===== config.mk =====
export PLATFORM = sky130hd
export DESIGN_NAME = sshooter_sound_mailbox
export DESIGN_NICKNAME = d
export VERILOG_FILES = /design/src/rtl/sshooter_sound_mailbox.sv
export SDC_FILE = /design/constraint.sdc
export NUM_CORES = 1
export LEC_CHECK = 0
export ABC_AREA = 0
export ABC_CLOCK_PERIOD_IN_PS = 2800
export BUFFER_PORTS_ARGS = -buffer_cell sky130_fd_sc_hd__buf_2
export CAP_MARGIN = 20
export CORE_MARGIN = 2
export CORE_UTILIZATION = 50
export CTS_BUF_LIST = sky130_fd_sc_hd__clkbuf_2
export DETAILED_ROUTE_END_ITERATION = 6
export GPL_TIMING_DRIVEN = 0
export PLACE_DENSITY_LB_ADDON = 0.05
export SLEW_MARGIN = 5
export SYNTH_ARGS = -nofsm -noshare
export SYNTH_HDL_FRONTEND = slang
export SYNTH_SLANG_ARGS = --single-unit

===== constraint.sdc =====
create_clock -name clk_49m -period 2.8 [get_ports clk_49m]
set_input_delay 0.42 -clock clk_49m [delete_from_list [all_inputs] [get_ports clk_49m]]
set_output_delay 0.42 -clock clk_49m [all_outputs]
set_load 0.03 [all_outputs]

===== src/rtl/sshooter_sound_mailbox.sv =====
// Sound-command mailbox between the main 6809 and the sound Z80.
// Commands written by the main CPU are queued in a small FIFO. The head is
// presented to the Z80 one command at a time. Each command raises INT_n, and
// the next command is released only after the Z80 acknowledges and reads.
module sshooter_sound_mailbox #(
    parameter int unsigned DEPTH       = 4,
    parameter int unsigned INT_TIMEOUT = 0
) (
    input  logic       clk_49m,
    input  logic       reset,
    input  logic       cen_3m,
    input  logic       n_cen_3m,
    input  logic       cs_soundlatch,
    input  logic [7:0] din,
    input  logic       z80_n_m1,
    input  logic       z80_n_iorq,
    input  logic       sounddata_rd,
    output logic [7:0] sound_data,
    output logic       z80_n_int,
    output logic [4:0] pending,
    output logic       busy,
    output logic [7:0] ovf_cnt
);

    localparam int unsigned PTR_W  = (DEPTH > 1) ? $clog2(DEPTH) : 1;
    localparam int unsigned CNT_W  = 5;
    localparam int unsigned TO_W   = 16;
    localparam int unsigned DATA_W = 8;

    localparam logic [CNT_W-1:0]  DEPTH_C  = CNT_W'(DEPTH);
    localparam logic [PTR_W-1:0]  PTR_LAST = PTR_W'(DEPTH - 1);
    localparam logic [TO_W-1:0]   TO_LIMIT = TO_W'(INT_TIMEOUT);
    localparam logic              TO_EN    = (INT_TIMEOUT != 0);
    localparam logic [DATA_W-1:0] OVF_MAX  = DATA_W'(255);

    typedef enum logic [1:0] {
        IDLE      = 2'd0,
        WAIT_ACK  = 2'd1,
        WAIT_READ = 2'd2
    } state_t;

    state_t             state_q;
    state_t             state_d;
    logic [PTR_W-1:0]   wr_ptr;
    logic [PTR_W-1:0]   rd_ptr;
    logic [DATA_W-1:0]  mem [DEPTH];
    logic               rd_q;
    logic               rd_seen;
    logic               rd_seen_d;
    logic [TO_W-1:0]    to_cnt;
    logic [TO_W-1:0]    to_cnt_d;

    logic               push_c;
    logic               pop_c;
    logic               release_c;
    logic               rd_rise_c;
    logic               ack_c;
    logic               timeout_c;
    logic               full_c;
    logic               overwrite_c;
    logic               write_c;
    logic [PTR_W-1:0]   wr_addr_c;
    logic [PTR_W-1:0]   wr_ptr_inc_c;
    logic [PTR_W-1:0]   wr_ptr_dec_c;
    logic [PTR_W-1:0]   rd_ptr_inc_c;

    // Input qualifiers: push strobe, read-strobe rising edge, interrupt acknowledge
    always_comb begin
        push_c    = cen_3m & cs_soundlatch;
        rd_rise_c = sounddata_rd & ~rd_q;
        ack_c     = ~z80_n_m1 & ~z80_n_iorq;
    end

    // Pointer arithmetic wrapping modulo DEPTH
    always_comb begin
        wr_ptr_inc_c = (wr_ptr == PTR_LAST) ? '0 : PTR_W'(wr_ptr + 1'b1);
        wr_ptr_dec_c = (wr_ptr == '0) ? PTR_LAST : PTR_W'(wr_ptr - 1'b1);
        rd_ptr_inc_c = (rd_ptr == PTR_LAST) ? '0 : PTR_W'(rd_ptr + 1'b1);
    end

    // Full-queue policy: a push with no room replaces the newest entry.
    // A simultaneous pop frees a slot, so that push is an ordinary append.
    always_comb begin
        full_c      = (pending == DEPTH_C);
        overwrite_c = push_c & full_c & ~pop_c;
        write_c     = push_c & ~overwrite_c;
        wr_addr_c   = overwrite_c ? wr_ptr_dec_c : wr_ptr;
    end

    // Interrupt sequencer state register
    always_ff @(posedge clk_49m or negedge reset) begin
        if (!reset) begin
            state_q <= IDLE;
            rd_seen <= 1'b0;
            to_cnt  <= '0;
        end else begin
            state_q <= state_d;
            rd_seen <= rd_seen_d;
            to_cnt  <= to_cnt_d;
        end
    end

    // Interrupt sequencer next state, pop and release strobes
    always_comb begin
        state_d   = state_q;
        rd_seen_d = rd_seen;
        to_cnt_d  = to_cnt;
        pop_c     = 1'b0;
        release_c = 1'b0;
        timeout_c = 1'b0;
        case (state_q)
            IDLE: begin
                to_cnt_d = '0;
                if (n_cen_3m && (pending != '0)) begin
                    pop_c   = 1'b1;
                    state_d = WAIT_ACK;
                end
            end
            WAIT_ACK: begin
                if (rd_rise_c) begin
                    rd_seen_d = 1'b1;
                end
                if (n_cen_3m) begin
                    to_cnt_d = TO_W'(to_cnt + 1'b1);
                end
                timeout_c = TO_EN && n_cen_3m && (TO_W'(to_cnt + 1'b1) == TO_LIMIT);
                if (ack_c || timeout_c) begin
                    release_c = 1'b1;
                    to_cnt_d  = '0;
                    // A read seen while still interrupted completes the handshake
                    state_d   = (rd_seen || rd_rise_c) ? IDLE : WAIT_READ;
                end
            end
            WAIT_READ: begin
                if (rd_rise_c) begin
                    state_d = IDLE;
                end
            end
            default: begin
                state_d = IDLE;
            end
        endcase
        if (state_d == IDLE) begin
            rd_seen_d = 1'b0;
        end
    end

    // Command storage; contents are qualified by the pointers, so no reset
    always_ff @(posedge clk_49m) begin
        if (push_c) begin
            mem[wr_addr_c] <= din;
        end
    end

    // Queue pointers and occupancy
    always_ff @(posedge clk_49m or negedge reset) begin
        if (!reset) begin
            wr_ptr  <= '0;
            rd_ptr  <= '0;
            pending <= '0;
        end else begin
            if (write_c) begin
                wr_ptr <= wr_ptr_inc_c;
            end
            if (pop_c) begin
                rd_ptr <= rd_ptr_inc_c;
            end
            case ({write_c, pop_c})
                2'b10:   pending <= CNT_W'(pending + 1'b1);
                2'b01:   pending <= CNT_W'(pending - 1'b1);
                default: pending <= pending;
            endcase
        end
    end

    // Saturating count of commands lost to overwrite
    always_ff @(posedge clk_49m or negedge reset) begin
        if (!reset) begin
            ovf_cnt <= '0;
        end else if (overwrite_c && (ovf_cnt != OVF_MAX)) begin
            ovf_cnt <= DATA_W'(ovf_cnt + 1'b1);
        end
    end

    // Z80-facing outputs: latched command, INT_n, busy flag, read-strobe history
    always_ff @(posedge clk_49m or negedge reset) begin
        if (!reset) begin
            sound_data <= '0;
            z80_n_int  <= 1'b1;
            busy       <= 1'b0;
            rd_q       <= 1'b0;
        end else begin
            rd_q <= sounddata_rd;
            busy <= (state_d != IDLE);
            if (pop_c) begin
                sound_data <= mem[rd_ptr];
                z80_n_int  <= 1'b0;
            end else if (release_c) begin
                z80_n_int  <= 1'b1;
            end
        end
    end

endmodule


After elaboration in Yosys (flattened, before gate mapping) --
Memory sizes are Yosys's and may differ from the RTL's. A register that Yosys moved wholly into a read port is not among the register bits. Cells that the tools add are included.
Word-level totals: register bits 23, RAM bits 32, word-level logic and storage cells 70, memories kept 1
Operators by class: add/subtract/negate cells 6, equal/unequal tests 8, multiplexer cells 21, bitwise operators 11, reduce and logical (&&, ||, !) cells 14
Memories:
- mem | depth 4, bits a word 8, read ports 1, clocked after Yosys merged registers in 1, write ports 1, RTL line 46 | logic [DATA_W-1:0] mem [DEPTH];
Operators by type and width (count):
- $mux 2 | 8
- $mux 1 | 11
- $pmux 5 s2 | 1
- $reduce_bool 2->1 | 5
- $add 8x1->8 const B | 1
- $eq 2x2->1 const B | 4
- $ne 8x8->1 const B | 1
- $and 1x1->1 | 6
- $logic_not 2->1 | 3
- $pmux 2 s3 | 1
- $add 5x1->5 const B | 1
- $eq 5x3->1 const B | 1
- $not 1->1 | 5
- $reduce_bool 5->1 | 1
- $sub 5x1->5 const B | 1
- $add 2x1->2 const B | 2
- $eq 2x1->1 const B | 2
- $logic_and 1x1->1 | 2
- $reduce_and 2->1 | 1
- $sub 2x1->2 const B | 1
- $logic_not 1->1 | 1
- $logic_or 1x1->1 | 1

Depth between registers and ports, before layout --
Gate-level depths: netlist (run 1).
word-level depth 10, gate-level depth with buffers 9, mapped depth without buffers 8

Least setup slack after synthesis (run 1) --
Ideal clock, no wire load.
path type flip-flop to flip-flop, from register state_q[1], to register pending[4], setup time 0.138 ns, arrival time 2.536 ns, setup slack 0.126 ns, cell stages (with the launch flop) 9, buffers on the path 0, clock period less this slack 2.674 ns, path through dfrtp_1 -> or3b_1 -> a211oi_1 -> inv_1 -> fa_1 -> nand2b_1 -> a21oi_1 -> and3_2 -> a221oi_2
On the way: cells in the longest elaborated chain, start to end 8
RTL lines:
- start: declaration | RTL line 42 | state_t state_q;
- start signal: assignment | RTL line 97 | state_q <= state_d;
- $logic_not 2->1 *
- $mux 1 * | RTL line 111 | case (state_q)
- $not 1->1 | RTL line 85 | overwrite_c = push_c & full_c & ~pop_c;
- $and 1x1->1 | RTL line 85
- $not 1->1 | RTL line 86 | write_c = push_c & ~overwrite_c;
- $and 1x1->1 | RTL line 86
- $eq 2x1->1 / $eq 2x2->1 (equally long branches) | RTL line 168 | case ({write_c, pop_c})
- $pmux 5 s2 / $reduce_bool 2->1 (equally long branches)
- end signal: assignment | RTL line 169 | 2'b10: pending <= CNT_W'(pending + 1'b1);
- end signal: assignment | RTL line 170 | 2'b01: pending <= CNT_W'(pending - 1'b1);
- end signal: assignment | RTL line 171 | default: pending <= pending;
- end: declaration | RTL line 20 | output logic [4:0] pending,
Mark *: on every way between the ends. The rest lies on a longest branch, timed or not. A chain may end at the register's enable or synchronous reset.

Final worst setup path (run 1) --
Ends and elaborated chain as after synthesis.

==> results.md, run 1 <==
* Status: finished clean
* Post-synth EDFFs at 32
* HP Class: in -> reg
* DRT Wirelength at 5189 um
* Residual DRC count at 0
* Clock power share at 16.4%
* # diodes at 0
* Top cell type's share of synthesized area at between 30% and 40%
* Global Route Usage Sum at between 10% and 20%
* RePlAce Congestion at around 0.76
* Final Skew at about 0.018 ns
* Crit path kind: reg -> reg
* Area leader, netlist: edfxtp_1
* Critical Path Source: state_q[1]
* Max-cap violations at 0
* YS warnings at 0
* Sequential share of power at between 40% and 50%
* CP required at approximately 3.2 ns
* Post-synthesis sequential area ratio at approximately three fifths
* Startpoint types: flop
* Clock sink count at 63
* Reg2reg path depth at 8
* Synth area leaders: edfxtp_1 (34%), dfrtp_1 (27%), mux4_2 (6.4%), mux2_2 (4.8%), ha_1 (3.1%)
* Pwr per Cell Area at 987.4 nW/um2
* WL/cell at about 17 um
* Asr flop ratio synth at roughly half
* Die Ht at between 70 and 80 um
* Post-Syn Nets at 210
* Post-CTS setup buffers at 0
* CTS Buffer Depth at 2
* Root buf cell: clkbuf_2
* Min-Delay Path Depth at 1
* Buffers & Inverters on Critical Path at 1
* Slowest CP cell: or3b_1
* Flops & latches, synth at between 60 and 70
* Worst rel slew slack at 48.67%
* Inserted Clock Buffers at 9
* Sw Ratio at 39.25%
* P_leak at roughly 1.3 nW
* Final worst path period need at around 2.7 ns
* Post-Synthesis Cell Area at around 2800 um2
* Vias per cell at around 5.5
* Pre-antenna DRT Iters at 4
* CP delay by family, top: compound AO/OA/AOI/OAI gates
* CTS H-tree depth at 3
* Slowest stage delay, CP at 0.51 ns
* Synth unique cells at 50
* Skew-Pair Late Insertion Delay at ~0.50 ns
* Logic pwr share at about two fifths
* Int Pwr at 1.952 mW
* Hold Fails Final Rpt at 0
* Initial antenna violation count at 0
* HP Start: din[1]
* Final Cell Area at 3254 um2
* Synthesized area per cell at 15.10 um2
* Slew @ Worst Pin at a little under 0.8 ns
* FF-to-FF Start: state_q[1]
* Initial Utilization at 51.30%
* Post-Place Cells at just under 300
* Clk slew on worst S/H paths at 0.18 ns
* Fraction of layout cells with a size suffix above 1 at about two fifths
* Period Utilization, post-route at 94.74%
* Crit-path cells: or3b_1 -> a211oi_4 -> inv_1 -> fa_1 -> nand2b_1 -> a21oi_2 -> nand3_4 -> a221oi_2
* Drt initial violations at 124
* Port bufs at 38
* Mapped Cells at 186
* Max Slew Vio Count at 0
* DIE AREA at roughly 6200 um2
* Critical path capture point type: flop
* WP data arrival at slightly above 3 ns
* Antenna viol nets, final at 0
* Global-route wire length before repair at 8521 um
* I/O pin cnt at 39
* Final setup vio count at 0
* DP Area at just over 3000 um2
* Crit-path max FO at 5
* Nets@finish at between 200 and 300
* Chip Width at 78.94 um
* Area growth, synth to finish at 15.91%
* Most used DFF post-synth: edfxtp_1
* Post-DP HPWL at 3517 um
* P_sw at 1.261 mW
* F_max at around 0.38 GHz
* CTS tree: built
* FP Rows at 27
* GRT overflow at 0
* VDD IR max at 456.3 uV
* Cell depth of the worst setup path at 8
* Vias at between 1500 and 2000
* Largest net degree at the start of global routing at 32
* Finished Layout Cells at 314
* Vias in the first global route at between 1500 and 2000
* Core ar. at ~5500 um2
## metrics by stage
step                hold WS (ns)  util, %   TNS, ns  power (mW)  setup slack, ns
finish                    0.1277    59.47         0       3.213           0.1474
global route             0.08901    59.47  -0.02310       3.430         -0.02310
CTS                      0.02269    58.82         0       3.214          0.01648
detailed placement        0.4879    56.42    -3.975       2.685          -0.2520
global placement          0.4816    56.42    -2.874       2.626          -0.1964
floorplan                 0.1244        -         0       2.353           0.1261
## Yosys cell counts, drive strengths merged (2+ instances only)
cell type,instances
o21ai,5
buf,4
a41o,2
a31oi,2
xor2,4
inv,9
ha,7
nand2,8
nor4,4
nand2b,4
nor2,5
mux4,8
nand3,7
xnor2,2
dfrtp,30
a21oi,7
nor2b,2
edfxtp,32
mux2,13
nand4,2
nor3,7
a21o,2
o31ai,2
mux2i,2
## state kept, by name, summed over array words and instances, names as in the netlist, 2 cells and up
signal and count:
mem 32, ovf_cnt 8, pending 5, rd_ptr 2, sound_data 8, state_q 2
wr_ptr 2
## cells in the final DEF (no fill, tap or decap), types with 3 or more instances in the layout
master and count:
xor2_1 4, a21oi_2 3, ha_1 7, nor2_1 5
clkinv_2 3, mux2_2 12, nand2_1 8, o21ai_0 4
buf_2 39, nor3_1 7, dfrtp_1 30, clkbuf_2 9
edfxtp_1 32, nand3_1 6, inv_1 9, mux4_2 8
a21oi_1 3, nand2b_1 4
## metal layers
metal / up-vias / track usage [%] / part of all wire [%]
li1: 804 / - / -
met1: 845 / 22.96 / 41
met2: 57 / 30.17 / 51
met3: 15 / 6.591 / 6.1
met4: 0 / 8.103 / 2.7
met5: - / 0 / 0
## kinds of logic after synthesis
kind of cell             synth area share (%)
multiplexers                            12.48
adder cells (fa/ha/maj)                 3.832
buffers and inverters                   2.317
AO/OA/AOI/OAI                           7.220
AND/OR/NAND/NOR                         10.38
XOR/XNOR                                1.872
flip-flops                              61.90
## repair_timing
item	in CTS	in global routing
hold buffers	1	1
endpoints found under the setup margin	17	17
hold endpoints to repair	30	1
gates resized for setup	3	4
cloned	0	0
## worst paths after layout
path,end,slack [ns]
min in group asynchronous,ovf_cnt[2],0.49
min reg2reg,sound_data[2],0.52
min,mem[3][1],0.13
max in group asynchronous,sound_data[4],1.82
max reg2reg,pending[4],0.15
max,pending[4],0.15
## final cells by class
class	count	area, um2
plain buffers	5	31.28
flip-flops and latches	63	1738
clock buffers	9	45.04
inverters	9	33.78
repair buffers	40	210.2
multi-input cells	109	1042
clock inverters	7	63.81
fillers	470	2218
well taps	72	90.09
## power groups by stage
stage	clock network (mW)	logic, mW	registers (mW)
floorplan	0	0.750	1.60
CTS	0.539	1.31	1.37
detailed placement	0	1.30	1.39
global route	0.579	1.45	1.40
finish	0.526	1.32	1.37
global placement	0	1.26	1.37
(Power assumes the default switching activity.)
==> run 2, diff against run 1 <==
--- a/config.mk
+++ b/config.mk
@@ -15,6 +15,7 @@
 export DETAILED_ROUTE_END_ITERATION = 6
 export GPL_TIMING_DRIVEN = 0
 export PLACE_DENSITY_LB_ADDON = 0.05
+export REMOVE_ABC_BUFFERS = 1
 export SLEW_MARGIN = 5
 export SYNTH_ARGS = -nofsm -noshare
 export SYNTH_HDL_FRONTEND = slang
==> constraint.sdc (replaced) <==
create_clock -name clk_49m -period 2.8 [get_ports clk_49m]
set_input_delay 0.42 -clock clk_49m [delete_from_list [all_inputs] [get_ports clk_49m]]
set_output_delay 0.42 -clock clk_49m [all_outputs]
set_load 0.02 [all_outputs]
==> results.md, run 2 (synthesis results as in run 1) <==
* Status: finished clean
* Final Skew at 0.01250 ns (-0.005579 ns)
* Initial Utilization at 51.30% (unchanged)
* Drt initial violations at 75 (-40%)
* Filler cells at 449 (-4.5%)
* Regs by FF count: mem x32, ovf_cnt x8, sound_data x8
* Root buf cell: clkbuf_2
* Global-route wire length before repair at 8300 um (-2.6%)
* Min-Delay Path Depth at 1 (unchanged)
* CTS Buffer Depth at 2 (unchanged)
* RePlAce Congestion at 0.7914 (+4.1%)
* Slew @ Worst Pin at 0.7196 ns (-0.05033 ns)
* Residual DRC count at 0 (unchanged)
* Vias in the first global route at 1668 (-7.0%)
* CTS H-tree depth at 3 (unchanged)
* FF-to-FF Start: state_q[1]
* GRT overflow at 0 (unchanged)
* Final setup vio count at 0 (unchanged)
* I/O pin cnt at 39 (unchanged)
* Reg2reg path depth at 8 (unchanged)
* Area growth, synth to finish at 14.66%
* Final worst path period need at 2.640 ns (-0.01263 ns)
* F_max at 0.3788 GHz (+0.48%)
* Max-cap violations at 0 (unchanged)
* Hold Fails Final Rpt at 0 (unchanged)
* Nets@finish at 256 (-1.9%)
* Largest net degree at the start of global routing at 32 (unchanged)
* Fraction of layout cells with a size suffix above 1 at 39.24% (+0.81 points)
* Pwr per Cell Area at 957.9 nW/um2 (-3.0%)
* Max Slew Vio Count at 0 (unchanged)
* Pre-antenna DRT Iters at 4 (unchanged)
* Top reg by flops: mem
* Die Ht at 78.94 um (unchanged)
* Most common cell after layout, fill and taps aside: buf_2
* CTS tree: built
* Inserted Clock Buffers at 9 (unchanged)
* Multi-input logic area at 1036 um2 (-0.60%)
* WHS Endpoint: mem[3][1]
* Period Utilization, post-route at 94.29% (-0.45 points)
* Flop-to-flop setup slack at 0.16 ns (about the same)
* Chip Width at 78.94 um (unchanged)
* P_leak at 1.312 nW (-0.76%)
* Global Route Usage Sum at 18.21% (-0.50 points)
* Final worst slack at 0.1600 ns (+0.01263 ns)
* Critical path capture point type: flop
* # diodes at 0 (unchanged)
* Initial antenna violation count at 0 (unchanged)
* Clk slew on worst S/H paths at 0.17 ns (about the same)
* Most frequent cells in the layout: buf_2 (38), edfxtp_1 (32), dfrtp_1 (30)
* CP required at 3.19 ns (-0.02 ns)
* Max reg flops at 32 (unchanged)
* Worst rel slew slack at 52.03% (+3.4 points)
* Port bufs at 38 (unchanged)
* Post-DP HPWL at 3551 um (+0.98%)
* Antenna viol nets, final at 0 (unchanged)
* DRT Wirelength at 5141 um (-0.93%)
* FP Rows at 27 (unchanged)
* Reg area at 1738 um2 (unchanged)
* WL/cell at 16.64 um (+0.68%)
* Pre-CTS setup slack at -0.2604 ns (-0.008397 ns)
* Crit path kind: reg -> reg
* Critical R2R Capture: pending[4]
* Crit-path max FO at 5 (unchanged)
* HP Start: din[1]
* HP Class: in -> reg
* Vias per cell at 5.534 (+0.97%)
* Vias at 1710 (-0.64%)
* Core ar. at 5473 um2 (unchanged)
* Startpoint types: flop
* DIE AREA at 6231 um2 (unchanged)
* Clock sink count at 63 (unchanged)
* Skew-Pair Late Insertion Delay at 0.46 ns (-0.04 ns)
* WP data arrival at 3.03 ns (-0.03 ns)
* VDD IR max at 414.5 uV (-9.2%)
* Final Cell Area at 3219 um2 (-1.1%)
* DP Area at 3057 um2 (-1.0%)
run 2: power breakdown:
group	leakage [nW]	internal (mW)	total, mW	switching, mW
clock	0.0717	0.207	0.528	0.321
combinational	0.566	0.538	1.13	0.591
sequential	0.674	1.19	1.43	0.235
run 2: what timing repair did:
action	in CTS	in global routing
endpoints found under the setup margin	17	17
hold buffers	2	0
resized for setup	4	3
pin swaps	0	0
buffers inserted	0	0
hold endpoints to repair	31	0
run 2: metrics by stage:
| stage | std cells | util (%) | setup TNS, ns | hold slack (ns) | power [mW] |
|---|---|---|---|---|---|
| 3_3_place_gp | 291 | 55.85 | -2.969 | 0.4832 | 2.497 |
| 5_1_grt | 309 | 58.82 | -0.008896 | 0.09210 | 3.291 |
| 2_1_floorplan | 181 | - | 0 | 0.1244 | 2.236 |
| 6_report | 309 | 58.82 | 0 | 0.1654 | 3.084 |
| 4_1_cts | 309 | 58.55 | 0 | 0.09710 | 3.110 |
| 3_5_place_dp | 291 | 55.85 | -3.288 | 0.4875 | 2.564 |
run 2: layout make-up:
type                            count  area share (%)
Clock buffer                       10           1.555
Tap cell                           72           2.798
Inverter                            9           1.049
Clock inverter                      6           1.904
Sequential cell                    63           53.98
Multi-Input combinational cell    109           32.18
Timing Repair Buffer               40           6.529
run 2: worst max path at each step:
stage | depth (start not counted) | startpoint | slack (ns) | endpoint
2_1_floorplan | 8 | state_q[1] | 0.13 | pending[4]
3_3_place_gp | 9 | n_cen_3m | -0.22 | pending[4]
3_5_place_dp | 9 | n_cen_3m | -0.26 | pending[4]
4_1_cts | 4 | pending[4] | 0.07 | mem[3][3]
5_1_grt | 8 | state_q[1] | -0.009 | pending[4]
6_report | 8 | state_q[1] | 0.16 | pending[4]
run 2: routing by layer:
layer | vias to the layer above | track usage (%) | routed length (um)
li1 | 801 | - | -
met2 | 36 | 29.06 | 2612
met1 | 864 | 23.28 | 2229
met3 | 9 | 4.545 | 206
met5 | - | 0 | 0
met4 | 0 | 9.310 | 93
run 2: critical path, cell delays in order, from the launching register on:
cell	delay [ns]
dfrtp_1	0.46
or3b_1	0.52
a211oi_4	0.32
inv_1	0.10
fa_1	0.40
nand2b_1	0.17
a21oi_2	0.26
nand3_4	0.10
a221oi_2	0.25
